File: config.mk
export PLATFORM = sky130hd
export DESIGN_NAME = conv_out_requant_serializer
export DESIGN_NICKNAME = d
export VERILOG_FILES = /design/src/rtl/conv_pkg.sv /design/src/rtl/conv_out_requant_serializer_relu_requant.sv /design/src/rtl/conv_out_requant_serializer.sv
export SDC_FILE = /design/constraint.sdc
export NUM_CORES = 2
export LEC_CHECK = 0
export BUFFER_PORTS_ARGS = -buffer_cell sky130_fd_sc_hd__buf_2
export CORE_AREA = 2 2 554 556
export CTS_CLUSTER_DIAMETER = 150
export DETAILED_ROUTE_END_ITERATION = 12
export DIE_AREA = 0 0 556 558
export PLACE_DENSITY = 0.3
export SYNTH_ARGS = -nofsm -noshare
export SYNTH_HDL_FRONTEND = slang
export SYNTH_SLANG_ARGS = --single-unit
export TNS_END_PERCENT = 30
File: constraint.sdc
create_clock -name clk -period 9.8 [get_ports clk]
set_clock_uncertainty 0.05 [all_clocks]
set_input_delay 1.96 -clock clk [delete_from_list [all_inputs] [get_ports clk]]
set_output_delay 1.96 -clock clk [all_outputs]
set_load 0.005 [all_outputs]
File: src/rtl/conv_pkg.sv
// conv_pkg: definitions shared by the convolution layer, its output
// serializer and the tests.
//   DEF_NUM_CH / DEF_DATA_WIDTH / DEF_SHIFT : default layer geometry
//   acc_width()  : signed accumulator width derived from the pixel width
//   state_t      : serializer FSM states
//   requant()    : ReLU + saturating right-shift at the default widths
package conv_pkg;

    localparam int DEF_NUM_CH     = 64;
    localparam int DEF_DATA_WIDTH = 8;
    localparam int DEF_SHIFT      = 6;

    // Product of two DATA_WIDTH operands plus headroom for summing
    // 3x3x3 = 27 terms (< 2^5) and one sign bit.
    function automatic int acc_width(input int data_width);
        return 2 * data_width + 6;
    endfunction

    localparam int DEF_ACC_WIDTH = 2 * DEF_DATA_WIDTH + 6;

    typedef enum logic {
        IDLE = 1'b0,
        SEND = 1'b1
    } state_t;

    // Non-positive inputs clamp to 0, positive inputs are shifted right
    // (truncating) and clamped to the largest unsigned DATA_WIDTH value.
    function automatic logic [DEF_DATA_WIDTH-1:0] requant(
        input logic signed [DEF_ACC_WIDTH-1:0] v,
        input int                              shift
    );
        logic [DEF_ACC_WIDTH-1:0] r;
        if (v <= 0) begin
            return '0;
        end
        r = DEF_ACC_WIDTH'(v >>> shift);
        if (r > DEF_ACC_WIDTH'((1 << DEF_DATA_WIDTH) - 1)) begin
            return '1;
        end
        return r[DEF_DATA_WIDTH-1:0];
    endfunction

endpackage

File: src/rtl/conv_out_requant_serializer_relu_requant.sv
// relu_requant: purely combinational ReLU + saturating right-shift
// requantisation of one signed conv result.
//   acc_in : signed ACC_WIDTH conv result (two's complement)
//   q_out  : unsigned DATA_WIDTH requantised value
module relu_requant
    import conv_pkg::*;
#(
    parameter int DATA_WIDTH = DEF_DATA_WIDTH,
    parameter int ACC_WIDTH  = acc_width(DATA_WIDTH),
    parameter int SHIFT      = DEF_SHIFT
) (
    input  logic [ACC_WIDTH-1:0]  acc_in,
    output logic [DATA_WIDTH-1:0] q_out
);

    logic                 non_positive;
    logic [ACC_WIDTH-1:0] shifted;
    logic                 overflow;

    // Sign bit set or all-zero means ReLU clamps to 0.
    assign non_positive = acc_in[ACC_WIDTH-1] || (acc_in == '0);

    // Only reached for positive values, so a logical shift equals the
    // arithmetic one and the upper bits come in as zero.
    assign shifted  = acc_in >> SHIFT;
    assign overflow = |shifted[ACC_WIDTH-1:DATA_WIDTH];

    always_comb begin
        q_out = shifted[DATA_WIDTH-1:0];
        if (non_positive) begin
            q_out = '0;
        end else if (overflow) begin
            q_out = '1;
        end
    end

endmodule

File: src/rtl/conv_out_requant_serializer.sv
// conv_out_requant_serializer: captures one frame of NUM_CH signed conv
// results, requantises each to DATA_WIDTH bits and streams them out one
// channel per cycle over valid/ready.
//   clk, rst (async, active-low)
//   conv_valid, conv_outs : frame input, channel i at [(i+1)*ACC_WIDTH-1 -: ACC_WIDTH]
//   out_data, out_ch, out_last, out_valid, out_ready : output stream
//   busy          : high while a frame is being sent
//   frame_dropped : sticky, set when a frame arrives mid-send
module conv_out_requant_serializer
    import conv_pkg::*;
#(
    parameter int DATA_WIDTH = DEF_DATA_WIDTH,
    parameter int NUM_CH     = DEF_NUM_CH,
    parameter int ACC_WIDTH  = acc_width(DATA_WIDTH),
    parameter int SHIFT      = DEF_SHIFT,
    parameter int CH_W       = $clog2(NUM_CH)
) (
    input  logic                        clk,
    input  logic                        rst,
    input  logic                        conv_valid,
    input  logic [NUM_CH*ACC_WIDTH-1:0] conv_outs,
    output logic [DATA_WIDTH-1:0]       out_data,
    output logic [CH_W-1:0]             out_ch,
    output logic                        out_valid,
    input  logic                        out_ready,
    output logic                        out_last,
    output logic                        busy,
    output logic                        frame_dropped
);

    localparam logic [CH_W-1:0] LAST_CH = CH_W'(NUM_CH - 1);

    logic [DATA_WIDTH-1:0] rq [NUM_CH];

    state_t                state_reg;
    logic [CH_W-1:0]       idx_reg;
    logic [DATA_WIDTH-1:0] buf_reg [NUM_CH];
    logic [DATA_WIDTH-1:0] out_data_reg;
    logic [CH_W-1:0]       out_ch_reg;
    logic                  out_valid_reg;
    logic                  out_last_reg;
    logic                  busy_reg;
    logic                  frame_dropped_reg;

    logic [CH_W-1:0]       idx_next;
    logic                  final_hs;
    logic                  capture;

    genvar gi;
    generate
        for (gi = 0; gi < NUM_CH; gi++) begin : g_rq
            relu_requant #(
                .DATA_WIDTH(DATA_WIDTH),
                .ACC_WIDTH (ACC_WIDTH),
                .SHIFT     (SHIFT)
            ) u_relu_requant (
                .acc_in(conv_outs[(gi+1)*ACC_WIDTH-1 -: ACC_WIDTH]),
                .q_out (rq[gi])
            );
        end
    endgenerate

    assign idx_next = idx_reg + 1'b1;
    // In SEND out_valid is always 1, so out_ready alone completes a beat.
    assign final_hs = (state_reg == SEND) && out_ready && (idx_reg == LAST_CH);
    // A new frame is accepted when idle or exactly on the last handshake,
    // which lets frames run back-to-back without a bubble.
    assign capture  = conv_valid && ((state_reg == IDLE) || final_hs);

    always_ff @(posedge clk or negedge rst) begin
        if (!rst) begin
            state_reg         <= IDLE;
            idx_reg           <= '0;
            for (int i = 0; i < NUM_CH; i++) begin
                buf_reg[i] <= '0;
            end
            out_data_reg      <= '0;
            out_ch_reg        <= '0;
            out_valid_reg     <= 1'b0;
            out_last_reg      <= 1'b0;
            busy_reg          <= 1'b0;
            frame_dropped_reg <= 1'b0;
        end else begin
            if (capture) begin
                for (int i = 0; i < NUM_CH; i++) begin
                    buf_reg[i] <= rq[i];
                end
                // Channel 0 comes straight from the requant outputs since
                // the buffer is only being written on this edge.
                state_reg     <= SEND;
                idx_reg       <= '0;
                out_data_reg  <= rq[0];
                out_ch_reg    <= '0;
                out_valid_reg <= 1'b1;
                out_last_reg  <= (LAST_CH == '0);
                busy_reg      <= 1'b1;
            end

            case (state_reg)
                IDLE: begin
                end
                SEND: begin
                    if (conv_valid && !final_hs) begin
                        frame_dropped_reg <= 1'b1;
                    end
                    if (out_ready) begin
                        if (idx_reg == LAST_CH) begin
                            if (!conv_valid) begin
                                state_reg     <= IDLE;
                                idx_reg       <= '0;
                                out_data_reg  <= '0;
                                out_ch_reg    <= '0;
                                out_valid_reg <= 1'b0;
                                out_last_reg  <= 1'b0;
                                busy_reg      <= 1'b0;
                            end
                        end else begin
                            idx_reg      <= idx_next;
                            out_data_reg <= buf_reg[idx_next];
                            out_ch_reg   <= idx_next;
                            out_last_reg <= (idx_next == LAST_CH);
                        end
                    end
                end
                default: begin
                    state_reg <= IDLE;
                end
            endcase
        end
    end

    assign out_data      = out_data_reg;
    assign out_ch        = out_ch_reg;
    assign out_valid     = out_valid_reg;
    assign out_last      = out_last_reg;
    assign busy          = busy_reg;
    assign frame_dropped = frame_dropped_reg;

endmodule

* After elaboration in Yosys (flattened, before gate mapping) *
Index checks and enable logic that the tools add are counted.

storage, ports and cells
  register bits after elaboration = 537
  input bits = 1,412

cells by class
  add/sub/neg operators = 1
  order comparisons = 1
  eq/ne operators = 2
  mux-type cells = 166
  bitwise gates (word level) = 2
  reduce and logical (&&, ||, !) cells = 199

operator list
  kind                                                            number
  22-bit zero test                                                64
  8-bit 2-to-1 mux                                                135
  8-bit OR reduction                                              64
  1-bit logical OR                                                65
  6-bit 2-to-1 mux                                                10
  8-bit binary-select mux with 6-bit select                       1
  1-bit 2-to-1 mux                                                20
  6-bit equality test (second input constant)                     2
  7-bit greater-or-equal comparator (second input constant)       1
  6-bit NOT with 7-bit output                                     1
  6-bit by 1-bit adder with 6-bit output (second input constant)  1
  1-bit logical AND                                               4
  2-bit AND reduction                                             1
  1-bit zero test                                                 1
  1-bit NOT                                                       1

* Depth between registers and ports, before layout *
  depth after elaboration = 9
  depth in mapped cells = 13

* By module *
A second synthesis with hierarchy kept.

second synthesis, totals
  cells, all modules = 2,842
  area total of the unflattened synthesis = 34,389.2 µm²

by module, submodules not included
  module                       instances  cells each  area each (µm²)  seq. area each (µm²)
  conv_out_requant_serializer  1          1,562       27,102.2         13,437.9
  relu_requant                 64         20          113.9            0.0

* Least setup slack after synthesis *
OpenSTA, ideal clock, no wires.

  path type = input port to flip-flop
  from = input out_ready
  to = register out_data_reg[4] (netlist: out_data[4])
  arrival = 3.401 ns
  setup slack = 6.262 ns
  stages on the path = 6
  buffers on the path = 1
  cells stage by stage = nand2_1 o21bai_1 or3_1 clkbuf_1 or4_1 o211ai_1

on the way
  longest elaborated chain between the ends = 9

RTL lines
  what                            RTL line                            text
  start, declared                 conv_out_requant_serializer.sv:25   input logic out_ready,
  1-bit logical AND (2 in a row)  conv_out_requant_serializer.sv:65   assign final_hs = (state_reg == SEND) && out_ready && (idx_reg == LAST_CH);
  1-bit logical OR                conv_out_requant_serializer.sv:68   assign capture = conv_valid && ((state_reg == IDLE) || final_hs);
  1-bit logical AND               conv_out_requant_serializer.sv:68
  8-bit 2-to-1 mux                conv_out_requant_serializer.sv:84   if (capture) begin
  8-bit 2-to-1 mux                conv_out_requant_serializer.sv:108  if (!conv_valid) begin
  8-bit 2-to-1 mux                conv_out_requant_serializer.sv:107  if (idx_reg == LAST_CH) begin
  8-bit 2-to-1 mux                conv_out_requant_serializer.sv:106  if (out_ready) begin
  8-bit 2-to-1 mux *              conv_out_requant_serializer.sv:99   case (state_reg)
  end signal, assigned            conv_out_requant_serializer.sv:92   out_data_reg <= rq[0];
  end signal, assigned            conv_out_requant_serializer.sv:119  out_data_reg <= buf_reg[idx_next];
  end, declared                   conv_out_requant_serializer.sv:38   logic [DATA_WIDTH-1:0] out_data_reg;

Mark *: on every way between the ends. The rest lies on a longest branch, timed or not.
A chain may end at the register's enable or synchronous reset.

* Worst setup path after layout *
  from = register idx_reg[0]
  to = register out_data_reg[7] (netlist: out_data[7])

on the way
  longest elaborated chain between the ends = 9

RTL lines
  what                                                                                            RTL line                            text
  start, declared                                                                                 conv_out_requant_serializer.sv:36   logic [CH_W-1:0] idx_reg;
  start signal, assigned                                                                          conv_out_requant_serializer.sv:118  idx_reg <= idx_next;
  parallel branches: the longest is 8 deep, another holds 6-bit by 1-bit adder with 6-bit output  -
  8-bit 2-to-1 mux *                                                                              conv_out_requant_serializer.sv:99

Every way passes the cells marked *. The select of a mux whose other input is x is not followed.

==> results.md <==
- Status: finished clean
- ANT nets after route: 0
- Fin. Hold Viols: 0
- Async SR Flop Fraction: 1.00
- Crit Path Class: reg2reg
- Placed cells: 8,537
- Mapped Cells: 3,207
- Max Slew Vio Count: 0
- Worst skew pair latency: 0.69 ns
- Largest net degree at the start of global routing: 150
- Crit-path most repeated cell: buf_4
- Critical Path Start Type: flop
- Yosys top cell area share: 0.470
- DR WL/cell: 25.5 um
- CP arrival: 5.65 ns
- R2r startpoint: idx_reg[0]
- Post-synth EDFFs: 0
- First-pass GRT wire length: 291,000 um
- # Post-CTS Setup Buffers: 0
- Worst stage delay on the critical path: 0.82 ns
- Syn Std Cell Area: 28,600 sq um
- DR DRC count: 0
- Routability cong.: 0.940
- Dominant cell type by area after synthesis: dfrtp_1
- Hpwl dp: 186,000 um
- Clock root cell: clkbuf_16
- Syn Area/Cell: 8.91 sq um
- Power per cell area: 197 nW/um^2
- Initial antenna violation count: 106
- Rows: 203
- WP data required: 10.30 ns
- Nets: 6,035
- Max cap viols: 0
- Die ar.: 310,000 sq um
- Gr usage total: 0.138
- # hold bufs at CTS: 0
- Finished Cell Area: 43,300 sq um
- RSZ-0062 raised after global routing: false
- Worst-Margin Slew: 1.41 ns
- Period utilisation layout: 0.526
- # port buffers: 1,429
- Commonest cells in the synthesized netlist: nand2_1 (729), nor2_1 (542), dfrtp_1 (537)
- Via count of the first global-routing pass: 33,400
- Die Y: 558 um
- Routed wire length: 222,000 um
- Hold WC Path Type: reg2reg
- Netlist cell types: 57
- Most frequent cell after synthesis: nand2_1
- Max Clk Rate: 194 MHz
- Post-synth top flop: dfrtp_1
- Leak: 0.0193 uW
- CTS tree: done
- GRT Residual Overflow: 0
- Buf/Inv on CP: 3
- Fillers: 34,900
- H-tree depth: 3
- Max clock buf depth: 3
- Max Fanout on Critical Path: 59
- CTS Buf Count: 79
- Die width: 556 um
- Critical-path cell list: buf_12 > ha_1 > xor2_4 > buf_4 > buf_4 > mux4_1 > mux2_2 > o22ai_1 > a2111oi_2 > or3_1
- Critical path's top delay family: buffers and inverters
- Layout cell share with drive strength beyond 1: 0.365
- P&R area growth vs syn: 51.4%
- Area after DPL: 40,600 sq um
- Max FFs per register: 512
- Initial Util: 0.0938
- Multi-input gate area: 14,600 sq um
- CORE AREA: 305,000 sq um
- YS warnings: 0
- I/O pin count: 1,430
- Post-layout min period: 5.16 ns
- Hold Crit Depth: 2
- Final Non-Filler Cells: 8,732
- Final core utilization: 0.142
- R2R depth: 10
- Crit. path cell count: 10
- Setup violators final: 0
- Detailed-route via count: 32,100
- Post-cts sizing count: 0
- Largest cells by area after synthesis: dfrtp_1 (47%), nand2_1 (9.6%), mux4_2 (7.9%), nor2_1 (7.1%), o21ai_0 (6.9%)
- Setup crit start: idx_reg[0]
- Seq cells post-synth: 537
- First-pass DRT Iterations: 7
- Register area: 13,400 sq um
- Crit end category: flop
- HP Start: out_ch[3]
- Vias/cell: 3.68
- Crit-path slowest cell: dfrtp_4
- Maximum vdd ir drop: 0.000136 V
- Clock-pin slew on the worst setup and hold paths: 0.05 ns
- Max-slew headroom: 0.0501
- Setup TNS Final: 0 ns
- Clock Sinks: 537
- Drt first-iter violations: 2,118
- Syn nets: 4,621
- Seq/Total Area, Yosys: 0.470
==> final timing paths <==
| kind | to | slack, ns |
|---|---|---|
| max reg2reg | out_data[7] | 4.64 |
| min in group asynchronous | buf_reg[345] | 1.14 |
| max in group asynchronous | buf_reg[9] | 6.33 |
| max | out_data[7] | 4.64 |
| min | out_ch[3] | 0.42 |
| min reg2reg | out_ch[3] | 0.42 |
==> placed cells by master, fill, tap and decap left out, types with 5 or more instances in the layout <==
cell	n
or3_1	6
inv_6	6
mux4_2	100
buf_2	1428
nand2_1	728
clkinv_2	11
mux2i_1	21
a31oi_1	13
a21oi_1	10
clkbuf_8	8
dfrtp_1	536
a311o_1	61
o211ai_1	5
nor4_1	197
o31ai_1	78
nand3_1	27
a21o_1	8
and3_1	8
nor3_1	71
diode_2	55
clkbuf_1	20
o22ai_1	13
buf_12	7
and2_1	6
a32oi_1	11
mux2_2	7
a211oi_1	5
or4_1	128
buf_4	27
mux4_1	6
o21ai_0	395
clkinvlp_4	7
nor2_1	540
o21ai_1	41
clkbuf_16	82
==> worst min-delay path, delay by kind of cell (launching register included) <==
kind / cells / cell delay (ns)
AND/OR/NAND/NOR: 1 / 0.04
flip-flops: 1 / 0.33
AO/OA/AOI/OAI: 1 / 0.06
==> final cells by class <==
class | instances | area share
multi-input cells | 2535 | 0.338
clock inverters | 30 | 0.00657
inverters | 4 | 0.000347
well taps | 3997 | 0.116
diodes | 55 | 0.00318
repair buffers | 1464 | 0.174
clock buffers | 110 | 0.0517
flip-flops and latches | 537 | 0.311
==> power by group <==
part	switching (uW)	internal (uW)
clock network	1180	1680
logic	1810	1020
registers	334	2500
==> routing by layer <==
metal  global-route usage  share of wire  up-vias
met5                    0        0.00069        -
met4               0.0493          0.038       22
met3               0.0269          0.058      294
met2                0.227           0.47     1363
met1                0.177           0.44    15800
li1                     -              -    14700
==> through the flow <==
stage / setup WS, ns / hold WS [ns] / total power [uW]
floorplan: 6.26 / 0.390 / 4040
global route: 4.16 / 0.455 / 9050
global placement: 4.24 / 0.411 / 5900
CTS: 4.20 / 0.427 / 8850
finish: 4.64 / 0.422 / 8520
detailed placement: 4.22 / 0.415 / 5880
==> cell families after synthesis <==
logic type | count (synthesis) | share of synthesized area
XOR/XNOR | 6 | 0.00250
buffers and inverters | 135 | 0.0215
multiplexers | 134 | 0.0945
AND/OR/NAND/NOR | 1727 | 0.269
AO/OA/AOI/OAI | 666 | 0.142
adder cells (fa/ha/maj) | 2 | 0.000876
flip-flops | 537 | 0.470
Power figures use the tool's default switching activity.
